--- config.mk ---
export PLATFORM = sky130hd
export DESIGN_NAME = conv_row_engine
export DESIGN_NICKNAME = d
export VERILOG_FILES = /design/src/rtl/conv_row_engine.sv
export SDC_FILE = /design/constraint.sdc
export NUM_CORES = 1
export LEC_CHECK = 0
export CAP_MARGIN = 5
export CORE_MARGIN = 8
export CORE_UTILIZATION = 60
export DETAILED_ROUTE_END_ITERATION = 6
export PLACE_DENSITY = 0.86
export SYNTH_ARGS = -nofsm -noshare
export SYNTH_HDL_FRONTEND = slang
export SYNTH_SLANG_ARGS = --single-unit
--- constraint.sdc ---
create_clock -name clk -period 8.9 [get_ports clk]
set_input_delay 1.335 -clock clk [delete_from_list [all_inputs] [get_ports clk]]
set_output_delay 1.335 -clock clk [all_outputs]
set_load 0.1 [all_outputs]
--- src/rtl/conv_row_engine.sv ---
// One row of a 1-D convolution: serial weight load, sliding KERNEL_SIZE window over
// an IFM row, bias add, and a small output FIFO with valid/ready backpressure.
module conv_row_engine #(
    parameter int KERNEL_SIZE  = 3,
    parameter int IFM_WIDTH    = 8,
    parameter int WEIGHT_WIDTH = 8,
    parameter int DATA_WIDTH   = 16,
    parameter int ROW_LEN      = 16,
    parameter int OUT_DEPTH    = 4
) (
    input  logic                    clk,
    input  logic                    rst_n,
    input  logic                    start,
    input  logic                    reuse_wgt,
    input  logic                    wgt_valid,
    output logic                    wgt_ready,
    input  logic [WEIGHT_WIDTH-1:0] wgt_in,
    input  logic                    ifm_valid,
    output logic                    ifm_ready,
    input  logic [IFM_WIDTH-1:0]    ifm_in,
    input  logic [DATA_WIDTH-1:0]   psum_in,
    output logic                    out_valid,
    input  logic                    out_ready,
    output logic [DATA_WIDTH-1:0]   out_data,
    output logic                    busy,
    output logic                    done,
    output logic [1:0]              fsm_state
);
    // Handshakes: a transfer happens on a rising edge where valid && ready are both
    // high; ready never depends on valid, and out_valid/out_data hold until popped.

    localparam int PW  = IFM_WIDTH + WEIGHT_WIDTH;
    localparam int AW  = $clog2(ROW_LEN + 1);
    localparam int IW  = $clog2(KERNEL_SIZE);
    localparam int PTW = $clog2(OUT_DEPTH);
    localparam int CW  = $clog2(OUT_DEPTH + 1);

    localparam logic [AW-1:0]  ROW_LAST  = AW'(ROW_LEN - 1);
    localparam logic [AW-1:0]  ROW_END   = AW'(ROW_LEN);
    localparam logic [AW-1:0]  FIRST_OUT = AW'(KERNEL_SIZE - 1);
    localparam logic [IW-1:0]  WGT_LAST  = IW'(KERNEL_SIZE - 1);
    localparam logic [PTW-1:0] PTR_LAST  = PTW'(OUT_DEPTH - 1);
    localparam logic [CW:0]    DEPTH_C   = (CW + 1)'(OUT_DEPTH);

    typedef enum logic [1:0] {
        IDLE     = 2'd0,
        LOAD_WGT = 2'd1,
        RUN      = 2'd2,
        DRAIN    = 2'd3
    } state_t;

    state_t                  state;
    logic [WEIGHT_WIDTH-1:0] w       [KERNEL_SIZE];
    logic [IFM_WIDTH-1:0]    win     [KERNEL_SIZE];
    logic [IFM_WIDTH-1:0]    new_win [KERNEL_SIZE];
    logic [AW-1:0]           acc_cnt;
    logic [IW-1:0]           wgt_idx;
    logic                    pending;
    logic [DATA_WIDTH-1:0]   pend_data;
    logic [DATA_WIDTH-1:0]   result;
    logic [PW-1:0]           prod;
    logic [DATA_WIDTH-1:0]   mem     [OUT_DEPTH];
    logic [PTW-1:0]          rd_ptr;
    logic [PTW-1:0]          wr_ptr;
    logic [CW-1:0]           count;
    logic [CW:0]             occupancy;
    logic                    ifm_fire;
    logic                    wgt_fire;
    logic                    pop;

    assign busy      = (state != IDLE);
    assign wgt_ready = (state == LOAD_WGT);
    assign fsm_state = state;
    // A registered-but-not-yet-pushed result already owns a FIFO slot.
    assign occupancy = {1'b0, count} + (CW + 1)'(pending);
    assign ifm_ready = (state == RUN) && (acc_cnt < ROW_END) && (occupancy < DEPTH_C);
    assign out_valid = (count != '0);
    assign out_data  = mem[rd_ptr];
    assign ifm_fire  = ifm_valid && ifm_ready;
    assign wgt_fire  = wgt_valid && wgt_ready;
    assign pop       = out_valid && out_ready;

    always_comb begin
        for (int i = 0; i < KERNEL_SIZE - 1; i++) begin
            new_win[i] = win[i + 1];
        end
        new_win[KERNEL_SIZE - 1] = ifm_in;
    end

    always_comb begin
        result = psum_in;
        prod   = '0;
        for (int k = 0; k < KERNEL_SIZE; k++) begin
            prod   = PW'(w[k]) * PW'(new_win[k]);
            result = result + DATA_WIDTH'(prod);
        end
    end

    always_ff @(posedge clk) begin
        if (!rst_n) begin
            state     <= IDLE;
            acc_cnt   <= '0;
            wgt_idx   <= '0;
            pending   <= 1'b0;
            pend_data <= '0;
            rd_ptr    <= '0;
            wr_ptr    <= '0;
            count     <= '0;
            done      <= 1'b0;
            for (int i = 0; i < KERNEL_SIZE; i++) begin
                w[i]   <= '0;
                win[i] <= '0;
            end
            for (int i = 0; i < OUT_DEPTH; i++) begin
                mem[i] <= '0;
            end
        end else begin
            done    <= 1'b0;
            pending <= 1'b0;

            if (pending) begin
                mem[wr_ptr] <= pend_data;
                wr_ptr      <= (wr_ptr == PTR_LAST) ? '0 : wr_ptr + PTW'(1);
            end
            if (pop) begin
                rd_ptr <= (rd_ptr == PTR_LAST) ? '0 : rd_ptr + PTW'(1);
            end
            case ({pending, pop})
                2'b10:   count <= count + CW'(1);
                2'b01:   count <= count - CW'(1);
                default: count <= count;
            endcase

            case (state)
                IDLE: begin
                    if (start) begin
                        acc_cnt <= '0;
                        wgt_idx <= '0;
                        for (int i = 0; i < KERNEL_SIZE; i++) begin
                            win[i] <= '0;
                        end
                        state <= reuse_wgt ? RUN : LOAD_WGT;
                    end
                end
                LOAD_WGT: begin
                    if (wgt_fire) begin
                        w[wgt_idx] <= wgt_in;
                        wgt_idx    <= wgt_idx + IW'(1);
                        if (wgt_idx == WGT_LAST) begin
                            state <= RUN;
                        end
                    end
                end
                RUN: begin
                    if (ifm_fire) begin
                        win     <= new_win;
                        acc_cnt <= acc_cnt + AW'(1);
                        // The window is full once the KERNEL_SIZE-th sample arrives.
                        if (acc_cnt >= FIRST_OUT) begin
                            pending   <= 1'b1;
                            pend_data <= result;
                        end
                        if (acc_cnt == ROW_LAST) begin
                            state <= DRAIN;
                        end
                    end
                end
                DRAIN: begin
                    if (!pending && (count == '0)) begin
                        done  <= 1'b1;
                        state <= IDLE;
                    end
                end
                default: state <= IDLE;
            endcase
        end
    end

endmodule

Yosys cells after proc, flatten, opt, wreduce, memory -nomap -nowiden
Memories as Yosys holds them, arrays and structs flattened. A register that Yosys moved wholly into a read port is not among the register bits. Index checks and enable logic that the tools add are counted. Widths: inputs -> output; s select.

Bits in writable memories: 88. Flip-flop bits (word level): 50. Memories kept: 2. Word-level logic and storage cells: 104. Output and inout port bits: 23.

$mul: 3. Eq/ne operators: 15. Reduce and logical (&&, ||, !) cells: 22. Muxes and demuxes: 38. Add/sub/neg operators: 10. Magnitude comparators: 3.

Memory list: mem (depth 4, width 16, rd ports 1, clocked after memory_dff 1, wr ports 4, line 62) `logic [DATA_WIDTH-1:0] mem [OUT_DEPTH];`; w (depth 3, width 8, rd ports 3, clocked after memory_dff 0, wr ports 3, line 53) `logic [WEIGHT_WIDTH-1:0] w [KERNEL_SIZE];`.

Operators with widths (number): $add 16x16->16 (3); $mul 8x8->16 (3); $mux 16 (3); $pmux 16 s2 (1); $mux 2 (15); $reduce_or 16->1 (1); $eq 2x2->1 const B (6); $mux 1 (12); $reduce_and 3->1 (4); $mux 5 (2); $pmux 5 s2 (1); $mux 8 (1); $pmux 2 s4 (1); $reduce_bool 2->1 (4); $reduce_or 8->1 (1); $add 2x1->2 const B (3); $logic_and 1x1->1 (6); $ne 2x1->1 const B (3); $ne 2x2->1 const B (3); $pmux 3 s2 (1); $reduce_and 6->1 (1); $add 5x1->5 const B (1); $eq 5x4->1 const B (1); $ge 5x2->1 const B (1); 12 further kinds (13).

Longest topological paths before layout
Depth in word-level cells: 8. Mapped depth: 22. Mapped depth without buffers: 21.

Least setup slack after synthesis
No wires, ideal clock.

Path type: input to register. Start: input port ifm_in[3]. End: register pend_data[13]. Buffers on the path: 1. Slack: 2.023 ns. Arrival: 6.750 ns. Setup time: 0.127 ns. Stages: 21. Cell sequence: clkbuf_1 > nand2_1 > fa_1 > inv_1 > fa_1 > inv_1 > fa_1 > fa_1 > inv_1 > fa_1 > fa_1 > inv_1 > fa_1 > inv_1 > ha_1 > inv_1 > o22ai_1 > o41a_1 > o211ai_1 > nor3_1 > or3b_1.

Word-level cells in the longest chain between the ends: 2.

RTL lines: start: declaration (line 20) `input logic [IFM_WIDTH-1:0] ifm_in,`; $mul 8x8->16 (line 94) `prod = PW'(w[k]) * PW'(new_win[k]);`; $add 16x16->16 (line 95) `result = result + DATA_WIDTH'(prod);`; end signal: assignment (line 161) `pend_data <= result;`; end: declaration (line 59) `logic [DATA_WIDTH-1:0] pend_data;`.

Every way passes these cells. A chain may end at the register's enable or synchronous reset.

Worst setup path in the final report
Start: input port ifm_in[4]. End: register pend_data[13].

Same word-level chain as after synthesis.

==> reports/metrics.yaml <==
worst_hold_slack_ps: 506
tns_ps: 0
worstPathBufferInverterCount: 6
fin_cells: 1562
port_buffers: 61
max-cap-violations: 0
synthesis.area_sq_um: 12800
drtIter0Drc: 897
drt-total-wl_um: 30700
rsz0062_at_grt: "no"
p_comb_share_pct: 57.4
clockBufferDepth: 2
ys_warn_count: 0
syn-instance-count: 1222
fin_area_sq_um: 14300
grt_pass1_vias: 9867
grt_pass1_wl_um: 50100
finalNetCount: 1592
status: "finished clean"
pwr-share-clk_pct: 20.0
hold_violations: 0
track_usage_pct: 24.5
gp_congestion: 0.949
dp_hpwl_um: 23200
crit_top_cell: "fa_1"
hold_buffers: 0
pwr_density_cell_nw_per_um2: 256
floorplan.initialDensity_pct: 61.1
syn-num-nets: 1540
synth_flop_cell: "edfxtp_1"
synth_edf_count: 88
tightest_slew_ps: 1100
ys_ff_latch: 140
worstSkewPairLatency_ps: 440
drt-wirelength-per-cell_um: 19.6
cts_sinks: 140
diodes: 0
final_core_util_pct: 68.1
cp-start-kind: "input pin"
grt-ovfl-total: 0
cpMaxStageDelayCell: "clkdlybuf4s50_1"
design.core.area_sq_um: 21000
critPathMaxFanout: 9
die_w_um: 162
relSlewSlack_pct: 26.2
period_share_pct: 84.5
crit_type: "in2reg"
dieHeight_um: 162
cts_tree: "done"
via_per_inst: 5.74
rows: 53
min_period_ps: 7520
num_io_pins: 62
place_area_sq_um: 13700
synth.avg_cell_area_sq_um: 10.5
ys_types: 45
end_kind: "flip-flop"
ant_nets: 0
skew_ps: 12.4
drive_above_1_share_pct: 4.51
htree_levels: 4
setup_viol: 0
switchingPower_mw: 1.71
power.leakage_nw: 6.62
num_vias: 8965
seqPwrFrac_pct: 22.6
die_area_sq_um: 26400
async_flop_share_pct: 0
yosysSeqAreaShare_pct: 28.7
crit_chain: "clkdlybuf4s50_1 > nand2_1 > fa_1 > inv_1 > fa_1 > inv_1 > fa_1 > fa_1 > inv_1 > fa_1 > fa_1 > inv_1 > fa_1 > inv_1 > ha_1 > o211ai_1 > a21boi_0 > o41a_1 > o211ai_1 > nand4_1 > or3b_1"
p_int_mw: 1.95
worstPathRequired_ps: 9220
drtPass1Iterations: 6
clock.fmax_mhz: 133
ir_worst_vdd_mv: 0.318
place_inst: 1530
slowest_delay_ps: 760
root_buffer: "clkbuf_16"
cts-resized-gates: 0
arrival_ps: 7840
grt_max_degree: 41
path_clk_slew_ps: 70
cp_top_family: "adder cells"
hold_class: "reg2reg"
postCtsSetupBuffers: 0
switching_share_pct: 46.7
areaGrowthSynthToFinish_pct: 11.4
drc_errors: 0
antenna_found_initial: 1
finalMaxSlewViolations: 0
cts_buffers: 17
-- sequential cells by signal, indices dropped and copies added (netlist names), named ones only --
register / cells
wr_ptr: 2
pend_data: 16
mem: 64
pending: 1
fsm_state: 2
wgt_idx: 2
done: 1
acc_cnt: 5
rd_ptr: 2
w: 24
count: 3
new_win: 16
-- power groups by stage --
stage	Clock [mW]	Combinational (mW)	Sequential, mW
final	0.732	2.10	0.826
after global routing	0.755	2.33	0.830
after CTS	0.732	2.08	0.821
after detailed placement	0	2.00	0.835
after global placement	0	1.92	0.830
after floorplan	0	1.53	0.811
-- cell usage after synthesis, drive strengths merged (16+ instances only) --
master	n	area [sq um]
fa	172	3440
and3	18	113
dfxtp	52	1040
edfxtp	88	2640
clkbuf	30	113
mux2i	21	210
nor2	40	150
inv	257	965
and2	201	1260
mux4	16	360
ha	107	1340
a21oi	20	100
nand2	90	338
-- kinds of logic after synthesis --
kind of cell | count (synthesis) | synth area share (%)
adder cells (fa/ha/maj) | 279 | 37.2
AND/OR/NAND/NOR | 394 | 16.7
buffers and inverters | 291 | 8.56
AO/OA/AOI/OAI | 60 | 3.00
flip-flops | 140 | 28.7
multiplexers | 37 | 4.44
XOR/XNOR | 21 | 1.43
-- routing by layer --
layer | track usage [%] | up-vias | part of all wire (%)
met5 | 0 | - | 0.085
met4 | 14.3 | 2 | 5.4
met3 | 4.83 | 134 | 8.3
met2 | 40.1 | 467 | 49
met1 | 30.0 | 4446 | 38
li1 | - | 3916 | -
-- area by class of cell --
type	count	area (sq um)
Clock inverter	15	171
Inverter	257	965
Tap cell	275	344
Sequential cell	140	3680
Fill cell	1454	6700
Clock buffer	17	425
Multi-Input combinational cell	791	8070
Timing Repair Buffer	67	656
-- worst reg2reg max path: stages (launching register included) --
cell      delay [ps]
edfxtp_1         590
and2_1           280
fa_1             540
inv_1             50
fa_1             530
inv_1             60
fa_1             450
fa_1             550
fa_1             450
fa_1             500
inv_1             50
fa_1             470
inv_1             40
ha_1             360
o211ai_1         150
a21boi_0         400
o41a_1           320
o211ai_1         160
nand4_1          120
or3b_1           340
-- layout by cell type, fill, tap and decap left out, types with 3 or more instances in the layout --
| cell | n |
|---|---|
| clkdlybuf4s50_1 | 61 |
| clkbuf_16 | 17 |
| or3b_1 | 3 |
| nand2b_1 | 6 |
| o211ai_1 | 4 |
| xor2_1 | 7 |
| nand4_1 | 5 |
| and2_1 | 201 |
| nand3_1 | 12 |
| fa_1 | 172 |
| inv_8 | 4 |
| nand2_1 | 90 |
| edfxtp_1 | 88 |
| or3_1 | 4 |
| a31oi_1 | 3 |
| dfxtp_1 | 52 |
| inv_1 | 257 |
| mux2i_1 | 21 |
| buf_4 | 6 |
| nor3_1 | 5 |
| a21o_1 | 5 |
| inv_6 | 5 |
| nor2_1 | 40 |
| a21oi_1 | 20 |
| o21ai_0 | 11 |
| a211oi_1 | 4 |
| xnor2_1 | 14 |
| ha_1 | 107 |
| and3_1 | 18 |
| mux4_2 | 16 |
-- metrics by stage --
| step | power (mW) | setup slack (ps) |
|---|---|---|
| 2_1_floorplan | 2.34 | 2020 |
| 3_3_place_gp | 2.75 | 1310 |
| 3_5_place_dp | 2.84 | 1120 |
| 4_1_cts | 3.64 | 1460 |
| 5_1_grt | 3.91 | 1080 |
| 6_report | 3.66 | 1380 |
-- worst paths after layout --
| path | slack (ps) | cells past startpoint | startpoint | to |
|---|---|---|---|---|
| worst max register to register | 2390 | 19 | w[0][5]$_SDFFCE_PN0P_ | pend_data[13]$_SDFFE_PN0P_ |
| worst max-delay path | 1380 | 21 | ifm_in[4] | pend_data[13]$_SDFFE_PN0P_ |
| worst min register to register | 510 | 2 | rd_ptr[1]$_SDFFE_PN0P_ | rd_ptr[1]$_SDFFE_PN0P_ |
| worst min-delay path | 510 | 2 | rd_ptr[1]$_SDFFE_PN0P_ | rd_ptr[1]$_SDFFE_PN0P_ |
(Power assumes the default switching activity.)
